<file path="src/rtl/alu_pkg.sv">
// Shared ALU opcode constants and a one-hot opcode decoder.
// Imported by the ALU, the instruction decoder and the control unit.
package alu_pkg;

    localparam int XLEN = 32;

    localparam logic [3:0] ALU_ADD  = 4'b0000;
    localparam logic [3:0] ALU_SUB  = 4'b1000;
    localparam logic [3:0] ALU_SLL  = 4'b0001;
    localparam logic [3:0] ALU_SLT  = 4'b0010;
    localparam logic [3:0] ALU_SLTU = 4'b0011;
    localparam logic [3:0] ALU_XOR  = 4'b0100;
    localparam logic [3:0] ALU_SRL  = 4'b0101;
    localparam logic [3:0] ALU_SRA  = 4'b1101;
    localparam logic [3:0] ALU_OR   = 4'b0110;
    localparam logic [3:0] ALU_AND  = 4'b0111;

    typedef struct packed {
        logic is_add;
        logic is_sub;
        logic is_sll;
        logic is_slt;
        logic is_sltu;
        logic is_xor;
        logic is_srl;
        logic is_sra;
        logic is_or;
        logic is_and;
    } op_dec_t;

    // All flags clear means the code is undefined.
    function automatic op_dec_t decode_op(input logic [3:0] op);
        op_dec_t d;
        d         = '0;
        d.is_add  = (op == ALU_ADD);
        d.is_sub  = (op == ALU_SUB);
        d.is_sll  = (op == ALU_SLL);
        d.is_slt  = (op == ALU_SLT);
        d.is_sltu = (op == ALU_SLTU);
        d.is_xor  = (op == ALU_XOR);
        d.is_srl  = (op == ALU_SRL);
        d.is_sra  = (op == ALU_SRA);
        d.is_or   = (op == ALU_OR);
        d.is_and  = (op == ALU_AND);
        return d;
    endfunction

endpackage

</file>
<file path="src/rtl/alu_shifter.sv">
// Logarithmic barrel shifter: SLL, SRL and SRA.
// Left shifts reuse the right-shift stages on a bit-reversed operand.
module alu_shifter
    import alu_pkg::*;
#(
    parameter int WIDTH   = XLEN,
    parameter int SHAMT_W = $clog2(WIDTH)
) (
    input  logic [WIDTH-1:0]   a_i,
    input  logic [SHAMT_W-1:0] shamt_i,
    input  logic               right_i,
    input  logic               arith_i,
    output logic [WIDTH-1:0]   res_o
);

    logic [WIDTH-1:0]              rev_in;
    logic [WIDTH-1:0]              rev_out;
    logic [SHAMT_W:0][WIDTH-1:0]   stage;
    logic                          fill;

    for (genvar i = 0; i < WIDTH; i++) begin : g_rev
        assign rev_in[i]  = a_i[WIDTH-1-i];
        assign rev_out[i] = stage[SHAMT_W][WIDTH-1-i];
    end

    // Sign fill only for arithmetic right shifts.
    assign fill     = right_i & arith_i & a_i[WIDTH-1];
    assign stage[0] = right_i ? a_i : rev_in;

    for (genvar s = 0; s < SHAMT_W; s++) begin : g_stage
        localparam int SH = 1 << s;
        assign stage[s+1] = shamt_i[s]
                          ? {{SH{fill}}, stage[s][WIDTH-1:SH]}
                          : stage[s];
    end

    assign res_o = right_i ? stage[SHAMT_W] : rev_out;

endmodule

</file>
<file path="src/rtl/alu.sv">
// RV32I execute-stage integer ALU.
// Combinational result and flags, plus a registered result copy.
module alu
    import alu_pkg::*;
#(
    parameter int WIDTH   = XLEN,
    parameter int SHAMT_W = $clog2(WIDTH)
) (
    input  logic             clk,
    input  logic             rst_n,
    input  logic [WIDTH-1:0] a,
    input  logic [WIDTH-1:0] b,
    input  logic [3:0]       op,
    output logic [WIDTH-1:0] out,
    output logic             zero,
    output logic [WIDTH-1:0] out_q,
    output logic             illegal_op
);

    op_dec_t          dec;
    logic             use_sub;
    logic [WIDTH-1:0] b_eff;
    logic [WIDTH:0]   sum;
    logic             lt_u;
    logic             lt_s;
    logic [WIDTH-1:0] shift_res;
    logic [WIDTH-1:0] res;
    logic [WIDTH-1:0] res_d;
    logic [WIDTH-1:0] res_q;

    assign dec = decode_op(op);

    // One adder serves ADD, SUB and both compares (a + ~b + 1).
    assign use_sub = dec.is_sub | dec.is_slt | dec.is_sltu;
    assign b_eff   = use_sub ? ~b : b;
    assign sum     = {1'b0, a} + {1'b0, b_eff}
                   + {{WIDTH{1'b0}}, use_sub};

    assign lt_u = ~sum[WIDTH];
    assign lt_s = (a[WIDTH-1] != b[WIDTH-1])
                ? a[WIDTH-1]
                : sum[WIDTH-1];

    alu_shifter #(
        .WIDTH   (WIDTH),
        .SHAMT_W (SHAMT_W)
    ) u_shifter (
        .a_i     (a),
        .shamt_i (b[SHAMT_W-1:0]),
        .right_i (op[2]),
        .arith_i (op[3]),
        .res_o   (shift_res)
    );

    always_comb begin
        res = '0;
        unique case (1'b1)
            dec.is_add,
            dec.is_sub:  res = sum[WIDTH-1:0];
            dec.is_sll,
            dec.is_srl,
            dec.is_sra:  res = shift_res;
            dec.is_slt:  res = {{(WIDTH-1){1'b0}}, lt_s};
            dec.is_sltu: res = {{(WIDTH-1){1'b0}}, lt_u};
            dec.is_xor:  res = a ^ b;
            dec.is_or:   res = a | b;
            dec.is_and:  res = a & b;
            default:     res = '0;
        endcase
    end

    assign out        = res;
    assign zero       = (res == '0);
    assign illegal_op = ~(|dec);

    assign res_d = res;

    always_ff @(posedge clk or negedge rst_n) begin
        if (!rst_n) begin
            res_q <= '0;
        end else begin
            res_q <= res_d;
        end
    end

    assign out_q = res_q;

endmodule

</file>
<file path="config.mk">
export PLATFORM = sky130hd
export DESIGN_NAME = alu
export DESIGN_NICKNAME = d
export VERILOG_FILES = /design/src/rtl/alu_pkg.sv /design/src/rtl/alu_shifter.sv /design/src/rtl/alu.sv
export SDC_FILE = /design/constraint.sdc
export NUM_CORES = 1
export LEC_CHECK = 0
export ABC_AREA = 1
export CORE_MARGIN = 5
export CORE_UTILIZATION = 55
export DETAILED_ROUTE_END_ITERATION = 8
export PLACE_DENSITY = 0.79
export SKIP_LAST_GASP = 1
export SLEW_MARGIN = 20
export SYNTH_ARGS = -nofsm -noshare
export SYNTH_HDL_FRONTEND = slang
export SYNTH_SLANG_ARGS = --single-unit
</file>
<file path="constraint.sdc">
create_clock -name clk -period 9.8 [get_ports clk]
set_input_delay 2.94 -clock clk [delete_from_list [all_inputs] [get_ports clk]]
set_output_delay 2.94 -clock clk [all_outputs]
set_load 0.1 [all_outputs]
</file>
==> summary.md, run 1 <==
| Metric | Value |
|---|---|
| DRT Pass-1 Iters | 9 |
| Largest family of logic cells by synthesized area | simple AND/OR/NAND/NOR gates |
| GR Util All Layers | 40.5% |
| DR WL/cell | 20.6 um |
| First-pass GRT wire length | 52.3 mm |
| Top_reg_cell synth | dfrtp_1 |
| Routed wire length | 34.7 mm |
| Final worst-path cycle share | 98.8% |
| Post-Syn Area per Cell | 5.70 um2 |
| Max cap viols | 0 |
| Startpoint types | input pin |
| Vias post-DR | 10600 |
| I/O pin count | 136 |
| Gate Count Post-Synth | 1377 |
| Max reg flops | 32 |
| Syn nets | 1543 |
| CP Data Arrival Time | 6.75 ns |
| Seq/Total Area, Yosys | 10.2% |
| Lkg Pwr | 0.00522 uW |
| FMAX | 0.103 GHz |
| Initial antenna violation count | 3 |
| CP required | 6.86 ns |
| XOR/XNOR Fraction of Synth Area | 3.68% |
| Crit path max fanout | 10 |
| Setup violations, final | 0 |
| Post-CTS Hold Buffers | 0 |
| DP Wirelength | 28.2 mm |
| Cell chosen for the clock root | clkbuf_16 |
| Status | finished clean |
| Hold Fails Final Rpt | 0 |
| Slew Viols, Final | 0 |
| Proportion of synthesized area in mux cells | 0% |
| Cell Area, Synth | 7850 um2 |
| Number of flops mapped to enable cells by yosys | 0 |
| H-tree Lvls | 2 |
| Rel. slew slack | 33.1% |
| Clock slew at reported path FFs | 0.05 ns |
| Grt ovf | 0 |
| Routed Antenna Nets | 0 |
| Area grow syn2layout | 27.8% |
| Placeable Area | 13900 um2 |
| Final min period | 9.69 ns |
| Top cell by count, worst path | nand2_1 |
| Final Util | 71.9% |
| CP endpoint kind | output port |
| Layout cells sized above 1 | 9.40% |
| Pwr Total | 1220 uW |
| #FFs+latches synth | 32 |
| Worst Tran Pin Value | 1.00 ns |
| Port Buf Inserts | 135 |
| Num CTS Buffers | 5 |
| Chip Height | 129 um |
| CTS Buffer Depth | 2 |
| Fill count | 1220 |
| Unique masters post-synth | 42 |
| Synth Area in Adders | 15.4% |
| Initial drt markers | 1589 |
| Die area | 16800 um2 |
| Sink Count | 32 |
| Initial Utilization | 56.3% |
| Max incr delay on CP | 0.40 ns |
| Max VDD drop | 0.0711 mV |
| Ys async rst share | 100% |
| Drt drc | 0 |
| CTS tree | yes |
| Die X | 129 um |
| Warnings from Yosys | 0 |
| Critical path class | input pin to output port |
| Hold Crit Class | input pin to async pin |
| Nets@finish | 1665 |
| Simple-gate area share of the yosys netlist | 51.2% |
| CP max-delay cell | ha_2 |
| DR vias/cell | 6.30 |
| FP Rows | 43 |
| PwrDens | 122 nW/um2 |
| Largest net degree at the start of global routing | 65 |
| Compound-Gate Fraction of Synth Area | 9.53% |
| Dpl ws | -0.0162 ns |
| Vias in the first global route | 9380 |
| Gpl congestion | 1.08 |
| Final setup margin | 0.113 ns |
[layout make-up]
| cell class | instances | area, um2 | area share, % |
|---|---|---|---|
| multi-input combinational | 1160 | 6350 | 63.4 |
| timing repair buffer | 179 | 2040 | 20.3 |
| sequential | 32 | 801 | 7.99 |
| inverter | 121 | 459 | 4.58 |
| tap | 180 | 225 | 2.25 |
| clock buffer | 8 | 146 | 1.46 |
| antenna | 1 | 2.50 | 0.0250 |
[metal layers]
metal | routed length (um) | track usage [%] | vias to the layer above
li1 | - | - | 4869
met1 | 13400 | 53.0 | 4757
met2 | 13900 | 59.6 | 817
met3 | 4980 | 11.9 | 143
met4 | 2400 | 22.2 | 6
met5 | 38 | 0 | -
[placed cells by master, fill, tap and decap left out, types with 32 or more instances in the layout]
master	n
nand2_1	390
nand3_1	329
inv_1	114
nor2_1	110
clkdlybuf4s50_1	97
ha_1	93
a21oi_1	50
buf_4	43
buf_12	34
xor2_1	32
dfrtp_1	32
[through the flow]
step	instance area, um2	cells	setup TNS (ns)	hold slack [ns]
3_3_place_gp	9800	1669	0	3.36
6_report	10000	1681	0	3.06
3_5_place_dp	9800	1669	-0.0162	3.36
2_1_floorplan	7900	1377	0	2.64
5_1_grt	10000	1680	-0.0380	3.13
4_1_cts	9950	1677	0	3.07
[synth_stat cells, types with 2 or more instances]
| master | n | area (um2) |
|---|---|---|
| a211oi_1 | 3 | 22.5 |
| a21o_1 | 4 | 30.0 |
| a21oi_1 | 51 | 255 |
| a221oi_1 | 24 | 210 |
| buf_1 | 9 | 33.8 |
| buf_2 | 30 | 150 |
| buf_4 | 3 | 22.5 |
| buf_6 | 5 | 56.3 |
| clkbuf_1 | 17 | 63.8 |
| clkinv_1 | 2 | 7.51 |
| dfrtp_1 | 32 | 801 |
| ha_1 | 95 | 1190 |
| inv_1 | 114 | 428 |
| inv_2 | 4 | 15.0 |
| nand2_1 | 392 | 1470 |
| nand2_2 | 14 | 87.6 |
| nand3_1 | 338 | 1690 |
| nand3_2 | 7 | 70.1 |
| nand3b_1 | 8 | 60.1 |
| nand4_1 | 8 | 50.1 |
| nor2_1 | 117 | 439 |
| nor2_2 | 3 | 18.8 |
| nor3_1 | 13 | 65.1 |
| nor4_1 | 2 | 12.5 |
| o211ai_1 | 3 | 22.5 |
| o21ai_0 | 28 | 140 |
| o21bai_1 | 2 | 15.0 |
| or2_2 | 4 | 25.0 |
| xor2_1 | 32 | 280 |
[cell families (layout without fill, tap and decap cells)]
| group | after synthesis | after routing |
|---|---|---|
| AO/OA/AOI/OAI | 122 | 122 |
| XOR/XNOR | 33 | 33 |
| adder cells (fa/ha/maj) | 96 | 96 |
| buffers and inverters | 185 | 308 |
| flip-flops | 32 | 32 |
| other | 0 | 1 |
| AND/OR/NAND/NOR | 909 | 909 |
[power by group]
| part | internal (uW) | switching, uW | leakage [uW] |
|---|---|---|---|
| logic | 271 | 641 | 0.00474 |
| clock network | 101 | 55.8 | 0.0000712 |
| registers | 149 | 5.32 | 0.000415 |
| total | 521 | 702 | 0.00522 |
[repair_timing]
item,CTS,global route
gates cloned,0,1
setup buffers,0,2
pin swaps,0,2
endpoints found under the setup margin,1,1
endpoints found under the hold margin,0,0
gates resized for setup,1,13
[critical path, delay by kind of cell]
| kind | cells | cell delay [ns] |
|---|---|---|
| and+or+nand+nor | 19 | 2.39 |
| buffers and inverters | 5 | 0.90 |
| adders and majority gates | 1 | 0.40 |
| xor gates and xnor gates | 1 | 0.09 |
[worst max path at each step]
stage / end / depth (start not counted) / startpoint
after floorplan: zero / 23 / op[2]
after global placement: zero / 27 / op[3]
after detailed placement: zero / 27 / op[3]
after CTS: zero / 26 / op[1]
after global routing: zero / 27 / op[3]
final: zero / 26 / op[3]
(Power assumes the default switching activity.)
==> inputs of run 2 (changes only) <==
--- a/config.mk
+++ b/config.mk
@@ -6,6 +6,7 @@
 export NUM_CORES = 1
 export LEC_CHECK = 0
 export ABC_AREA = 1
+export CAP_MARGIN = 20
 export CORE_MARGIN = 5
 export CORE_UTILIZATION = 55
 export DETAILED_ROUTE_END_ITERATION = 8
==> results of run 2 <==
Final layout, timing and power as in run 1 (identical DEF).
